===== src/rtl/target_locator_pkg.sv =====
// Shared sizing helpers and state type for the orange-target locator.
// Geometry defaults live here so the top and its users agree on them.
package target_locator_pkg;

    localparam int WIDTH_DEFAULT      = 320;
    localparam int HEIGHT_DEFAULT     = 240;
    localparam int MIN_PIXELS_DEFAULT = 16;

    typedef enum logic [1:0] {
        IDLE   = 2'd0,
        DIVIDE = 2'd1,
        DONE   = 2'd2
    } div_state_t;

    function automatic int count_width(input int w, input int h);
        return $clog2(w * h + 1);
    endfunction

    // Sized on the larger axis so neither coordinate sum can wrap.
    function automatic int sum_width(input int w, input int h);
        longint m;
        m = (w > h) ? longint'(w) : longint'(h);
        return $clog2(longint'(w) * longint'(h) * (m - 1) + 1);
    endfunction

endpackage


===== src/rtl/target_locator_divider.sv =====
// Restoring serial divider: one quotient bit per cycle, MSB first, W cycles.
// done is high during the final step, so quotient is complete on the following cycle.
module serial_divider #(
    parameter int W  = 8,
    parameter int DW = W,
    parameter int QW = W
) (
    input  logic          clk,
    input  logic          reset,
    input  logic          start,
    input  logic [W-1:0]  dividend,
    input  logic [DW-1:0] divisor,
    output logic          busy,
    output logic          done,
    output logic [QW-1:0] quotient
);

    localparam int CW = $clog2(W + 1);

    logic [W-1:0]  dvd;
    logic [W-1:0]  rem;
    logic [DW-1:0] dsr;
    logic [CW-1:0] steps;
    logic [W:0]    rem_shift;
    logic [W:0]    diff;

    // diff[W] is a valid sign bit because the partial remainder is always below 2*divisor.
    assign rem_shift = {rem, dvd[W-1]};
    assign diff      = rem_shift - (W+1)'(dsr);
    assign done      = busy && (steps == CW'(1));
    assign quotient  = dvd[QW-1:0];

    always_ff @(posedge clk) begin
        if (reset) begin
            busy  <= 1'b0;
            steps <= '0;
            dvd   <= '0;
            rem   <= '0;
            dsr   <= '0;
        end else if (start) begin
            busy  <= 1'b1;
            steps <= CW'(W);
            dvd   <= dividend;
            rem   <= '0;
            dsr   <= divisor;
        end else if (busy) begin
            rem   <= diff[W] ? rem_shift[W-1:0] : diff[W-1:0];
            dvd   <= {dvd[W-2:0], ~diff[W]};
            steps <= steps - 1'b1;
            if (steps == CW'(1)) begin
                busy <= 1'b0;
            end
        end
    end

endmodule


===== src/rtl/target_locator.sv =====
// Per-frame orange-pixel statistics and centroid for the overlay/servo controller.
//   state  | meaning
//   IDLE   | waiting for an end-of-frame snapshot
//   DIVIDE | both centroid quotients being produced, one bit per cycle
//   DONE   | loading the result record and pulsing result_valid
module target_locator
    import target_locator_pkg::*;
#(
    parameter int WIDTH      = WIDTH_DEFAULT,
    parameter int HEIGHT     = HEIGHT_DEFAULT,
    parameter int MIN_PIXELS = MIN_PIXELS_DEFAULT,
    parameter int X_W        = $clog2(WIDTH),
    parameter int Y_W        = $clog2(HEIGHT),
    parameter int CNT_W      = count_width(WIDTH, HEIGHT),
    parameter int SUM_W      = sum_width(WIDTH, HEIGHT)
) (
    input  logic             clk,
    input  logic             reset,
    input  logic             pix_valid,
    input  logic             pix_sop,
    input  logic             pix_eop,
    input  logic             is_orange,
    output logic             result_valid,
    output logic             target_found,
    output logic [X_W-1:0]   centroid_x,
    output logic [Y_W-1:0]   centroid_y,
    output logic [X_W-1:0]   bbox_x_min,
    output logic [X_W-1:0]   bbox_x_max,
    output logic [Y_W-1:0]   bbox_y_min,
    output logic [Y_W-1:0]   bbox_y_max,
    output logic [CNT_W-1:0] pixel_count,
    output logic             overrun
);

    localparam logic [X_W-1:0] X_LAST = X_W'(WIDTH - 1);
    localparam logic [Y_W-1:0] Y_LAST = Y_W'(HEIGHT - 1);

    typedef struct packed {
        logic [CNT_W-1:0] count;
        logic [SUM_W-1:0] sum_x;
        logic [SUM_W-1:0] sum_y;
        logic [X_W-1:0]   x_min;
        logic [X_W-1:0]   x_max;
        logic [Y_W-1:0]   y_min;
        logic [Y_W-1:0]   y_max;
    } accum_t;

    typedef struct packed {
        logic             found;
        logic [X_W-1:0]   cx;
        logic [Y_W-1:0]   cy;
        logic [X_W-1:0]   x_min;
        logic [X_W-1:0]   x_max;
        logic [Y_W-1:0]   y_min;
        logic [Y_W-1:0]   y_max;
        logic [CNT_W-1:0] count;
    } result_t;

    function automatic accum_t acc_clear();
        accum_t a;
        a       = '0;
        a.x_min = X_LAST;
        a.y_min = Y_LAST;
        return a;
    endfunction

    logic [X_W-1:0] x;
    logic [Y_W-1:0] y;
    logic [X_W-1:0] cur_x;
    logic [Y_W-1:0] cur_y;
    accum_t         acc;
    accum_t         acc_base;
    accum_t         acc_next;
    accum_t         snap;
    logic           snap_pend;
    logic           snap_found;
    div_state_t     state;
    result_t        res;
    result_t        res_next;
    logic           frame_end;
    logic           div_busy;
    logic           div_start;
    logic           x_busy;
    logic           y_busy;
    logic           x_done;
    logic           y_done;
    logic [X_W-1:0] x_quot;
    logic [Y_W-1:0] y_quot;

    // x/y hold the coordinate the next non-sop pixel will take.
    always_comb begin
        cur_x    = pix_sop ? '0 : x;
        cur_y    = pix_sop ? '0 : y;
        acc_base = pix_sop ? acc_clear() : acc;
        acc_next = acc_base;
        if (is_orange) begin
            acc_next.count = acc_base.count + 1'b1;
            acc_next.sum_x = acc_base.sum_x + SUM_W'(cur_x);
            acc_next.sum_y = acc_base.sum_y + SUM_W'(cur_y);
            if (cur_x < acc_base.x_min) acc_next.x_min = cur_x;
            if (cur_x > acc_base.x_max) acc_next.x_max = cur_x;
            if (cur_y < acc_base.y_min) acc_next.y_min = cur_y;
            if (cur_y > acc_base.y_max) acc_next.y_max = cur_y;
        end
    end

    always_ff @(posedge clk) begin
        if (reset) begin
            x   <= '0;
            y   <= '0;
            acc <= acc_clear();
        end else if (pix_valid) begin
            if (cur_x == X_LAST) begin
                x <= '0;
                y <= (cur_y == Y_LAST) ? cur_y : cur_y + 1'b1;
            end else begin
                x <= cur_x + 1'b1;
                y <= cur_y;
            end
            acc <= pix_eop ? acc_clear() : acc_next;
        end
    end

    assign frame_end  = pix_valid && pix_eop;
    assign div_busy   = (state != IDLE) || snap_pend || x_busy || y_busy;
    assign snap_found = snap.count >= CNT_W'(MIN_PIXELS);
    assign div_start  = (state == IDLE) && snap_pend && snap_found;

    always_comb begin
        res_next       = '0;
        res_next.count = snap.count;
        if (snap_found) begin
            res_next.found = 1'b1;
            res_next.cx    = x_quot;
            res_next.cy    = y_quot;
            res_next.x_min = snap.x_min;
            res_next.x_max = snap.x_max;
            res_next.y_min = snap.y_min;
            res_next.y_max = snap.y_max;
        end
    end

    always_ff @(posedge clk) begin
        if (reset) begin
            state        <= IDLE;
            snap         <= acc_clear();
            snap_pend    <= 1'b0;
            res          <= '0;
            result_valid <= 1'b0;
            overrun      <= 1'b0;
        end else begin
            result_valid <= 1'b0;
            overrun      <= frame_end && div_busy;
            if (frame_end && !div_busy) begin
                snap      <= acc_next;
                snap_pend <= 1'b1;
            end
            case (state)
                IDLE: begin
                    if (snap_pend) begin
                        snap_pend <= 1'b0;
                        state     <= snap_found ? DIVIDE : DONE;
                    end
                end
                DIVIDE: begin
                    if (x_done && y_done) state <= DONE;
                end
                DONE: begin
                    state        <= IDLE;
                    res          <= res_next;
                    result_valid <= 1'b1;
                end
                default: state <= IDLE;
            endcase
        end
    end

    serial_divider #(.W(SUM_W), .DW(CNT_W), .QW(X_W)) u_div_x (
        .clk      (clk),
        .reset    (reset),
        .start    (div_start),
        .dividend (snap.sum_x),
        .divisor  (snap.count),
        .busy     (x_busy),
        .done     (x_done),
        .quotient (x_quot)
    );

    serial_divider #(.W(SUM_W), .DW(CNT_W), .QW(Y_W)) u_div_y (
        .clk      (clk),
        .reset    (reset),
        .start    (div_start),
        .dividend (snap.sum_y),
        .divisor  (snap.count),
        .busy     (y_busy),
        .done     (y_done),
        .quotient (y_quot)
    );

    assign target_found = res.found;
    assign centroid_x   = res.cx;
    assign centroid_y   = res.cy;
    assign bbox_x_min   = res.x_min;
    assign bbox_x_max   = res.x_max;
    assign bbox_y_min   = res.y_min;
    assign bbox_y_max   = res.y_max;
    assign pixel_count  = res.count;

endmodule


===== config.mk =====
export PLATFORM = sky130hd
export DESIGN_NAME = target_locator
export DESIGN_NICKNAME = d
export VERILOG_FILES = /design/src/rtl/target_locator_pkg.sv /design/src/rtl/target_locator_divider.sv /design/src/rtl/target_locator.sv
export SDC_FILE = /design/constraint.sdc
export NUM_CORES = 1
export LEC_CHECK = 0
export CORE_UTILIZATION = 55
export CTS_CLUSTER_SIZE = 12
export DETAILED_ROUTE_END_ITERATION = 8
export DONT_BUFFER_PORTS = 1
export PLACE_DENSITY = 0.7
export RECOVER_POWER = 25
export SLEW_MARGIN = 0
export SYNTH_ARGS = -nofsm -noshare
export SYNTH_HDL_FRONTEND = slang
export SYNTH_HIERARCHICAL = 1
export SYNTH_SLANG_ARGS = --single-unit

===== constraint.sdc =====
create_clock -name clk -period 7 [get_ports clk]
set_input_delay 1.4 -clock clk [delete_from_list [all_inputs] [get_ports clk]]
set_output_delay 1.4 -clock clk [all_outputs]
set_load 0.01 [all_outputs]

==> impl_metrics.py <==
metrics = {
    "status": {
        "status": "finished, violations left",
        "violations": "max-capacitance violations, max-slew violations",
    },
    "yosys": {
        "syn_area_per_cell_um2": 7.94,
        "yosys_warnings": 6,
        "ys_seq_elements": 439,
        "synth-edff-count": 0,
        "ys_types": 109,
        "ys.flop_type": "dfxtp_1",
        "synth_cells": 2945,
        "syn_area_um2": 23400,
        "syn_nets": 3025,
        "async_flop_share": 0,
        "yosysSeqAreaShare": 0.376,
    },
    "clock_network": {
        "cts_resized": 0,
        "cts_buffers": 48,
        "h-tree-depth": 2,
        "clock_sinks": 439,
        "cts_tree": "built",
        "post_cts_buffers": 0,
        "clk_path_buf_depth": 3,
        "clk_latency_ps": 600,
        "clkTransAtPathRegs_ps": 60,
        "cts_hold_buffers": 0,
        "root_buffer": "clkbuf_16",
    },
    "finish": {
        "antenna_cells": 0,
        "area_growth_pct": 6.02,
        "finalNetCount": 2878,
        "final_common_cell": "dfxtp_1",
        "drive_above_1_share": 0.0614,
        "multi_input_area_um2": 13200,
        "most-common-layout-cells": "437 x dfxtp_1, 359 x nand2_1, 328 x nor2_1",
        "fill_cells": 3752,
        "final_area_um2": 24800,
        "seqCellArea_um2": 8790,
    },
    "grt": {
        "gr-total-overflow": 0,
        "grt_max_degree": 270,
        "grt_pass1_vias": 19500,
        "grt_antenna_before_repair": 2,
        "grt_pass1_wl_um": 104000,
        "grt_usage": 0.295,
    },
    "worst_setup_path": {
        "path_common_cell": "nand2_1",
        "crit_family": "buffers and inverters",
        "end_kind": "flip-flop",
        "max_stage_delay_ps": 1550,
        "reg2reg_from": "res_next[6]",
        "worstPathCellList": "inv_1 > clkbuf_1 > nand2_1 > nand2_1 > o21ai_0 > o31ai_1",
        "cp_slowest_cell": "clkbuf_1",
        "worstPathMaxFanout": 269,
        "cp-start-kind": "input port",
        "setup.worst_path.class": "in2reg",
        "critical_path_buf_inv_count": 2,
        "arrival_ps": 5630,
        "crit_path_start": "reset",
        "cp.required_ps": 7500,
    },
    "sta": {
        "setup_tns_ps": 0,
        "tightest_slew_ps": 2600,
        "finalSetupViolCount": 0,
        "fin_skew_ps": 23.3,
        "hold-worst-slack_ps": 458,
        "slew_headroom": -0.735,
        "slew_violations": 195,
        "fin_crit_ps": 5130,
        "fmax_mhz": 195,
        "rsz0062_at_grt": "false",
        "setup_ws_ps": 1870,
        "min_period_over_period": 0.733,
        "final-hold-violation-count": 0,
    },
    "placement": {
        "pre_cts_slack_ps": 2400,
        "dp_hpwl_um": 42600,
        "place.gp.congestion": 0.920,
        "port_buffers": 0,
        "place_area_um2": 23300,
    },
    "route": {
        "drt_wl_total_um": 64900,
        "vias": 20900,
        "dr.pass1.iters": 6,
        "vias_per_cell": 6.20,
        "remaining_drc_errors": 0,
        "wl_per_cell_um": 19.2,
        "drt_iter0_drc": 1822,
        "ant_nets": 0,
    },
    "floorplanning": {
        "initial_core_util": 0.558,
        "fp.dieH_um": 208,
        "die-area_um2": 43400,
        "die_w_um": 208,
        "core_um2": 41900,
        "io_pins": 77,
        "std_cell_rows": 75,
    },
    "hold_path": {
        "hold_class": "reg2reg",
        "hold_path.startpoint": "snap[0]",
    },
    "power": {
        "peakVddDrop_mv": 0.165,
        "p_leak_nw": 8.92,
        "power_density_nw_per_um2": 253,
    },
    "run": {
        "maxCapViolCount": 4,
    },
}
==> report_power, final <==
group	internal [mW]	switching (mW)
Combinational	0.393	0.707
Sequential	2.58	0.0727
Clock	1.48	1.05
==> cells in the mapped netlist, drive strengths merged, types with 55 or more instances <==
cell type / instances / share of area
a21oi: 271 / 0.059
ha: 72 / 0.039
inv: 109 / 0.017
clkbuf: 135 / 0.022
nand2: 360 / 0.058
o21ai: 192 / 0.041
mux2i: 111 / 0.047
nand3: 123 / 0.027
dfxtp: 439 / 0.38
nor2: 331 / 0.053
buf: 83 / 0.021
xnor2: 55 / 0.021
nor3: 68 / 0.016
==> routing by layer <==
metal | global-route usage | vias up | share of wire
met2 | 0.463 | 763 | 0.45
met3 | 0.0575 | 163 | 0.078
met5 | 0 | - | 0.00040
met1 | 0.393 | 9887 | 0.44
met4 | 0.127 | 4 | 0.038
li1 | - | 10100 | -
==> kinds of logic after synthesis <==
| kind of cell | Yosys count | synth area share |
|---|---|---|
| flops | 439 | 0.376 |
| mux | 124 | 0.0539 |
| compound gates | 766 | 0.209 |
| buf+inv | 328 | 0.0600 |
| fa+ha+maj | 78 | 0.0419 |
| xor+xnor | 102 | 0.0382 |
| simple gates | 1108 | 0.221 |
==> through the flow <==
| stage | std cells | utilization | power [mW] |
|---|---|---|---|
| after floorplan | 2945 | - | 3.58 |
| after global placement | 3287 | 0.555 | 3.77 |
| after detailed placement | 3287 | 0.555 | 3.78 |
| after CTS | 3373 | 0.592 | 6.30 |
| after global routing | 3373 | 0.591 | 6.54 |
| final | 3373 | 0.591 | 6.28 |
==> layout make-up <==
| class | instances | share of cell area |
|---|---|---|
| inverters | 110 | 0.0166 |
| flip-flops and latches | 439 | 0.354 |
| well taps | 539 | 0.0272 |
| multi-input cells | 2178 | 0.533 |
| clock inverters | 13 | 0.00545 |
| clock buffers | 73 | 0.0576 |
| repair buffers | 21 | 0.00610 |
==> registers in the layout (all words and copies together) (netlist names), 9 cells and up <==
signal and count:
u_div_y/dvd 25, pixel_count 17, u_div_x/dvd 25, u_div_y/rem 25, x 9, u_div_y/dsr 17, centroid_x 9, res_next 17
bbox_x_max 9, u_div_x/rem 25, snap 84, acc 101, bbox_x_min 9, u_div_x/dsr 17
==> final timing paths <==
check	end	slack, ps	cells past startpoint
max reg2reg	u_div_y/dvd[17]	2640	9
min	snap[0]	460	2
min reg2reg	snap[0]	460	2
max	acc[64]	1870	6
==> worst reg2reg max path, delay by kind of cell (launching register included) <==
kind | cells | cell delay [ps]
buf+inv | 2 | 2650
simple gates | 6 | 870
flops | 1 | 550
compound gates | 1 | 180
Note: power is estimated with default switching activity, not from simulation.
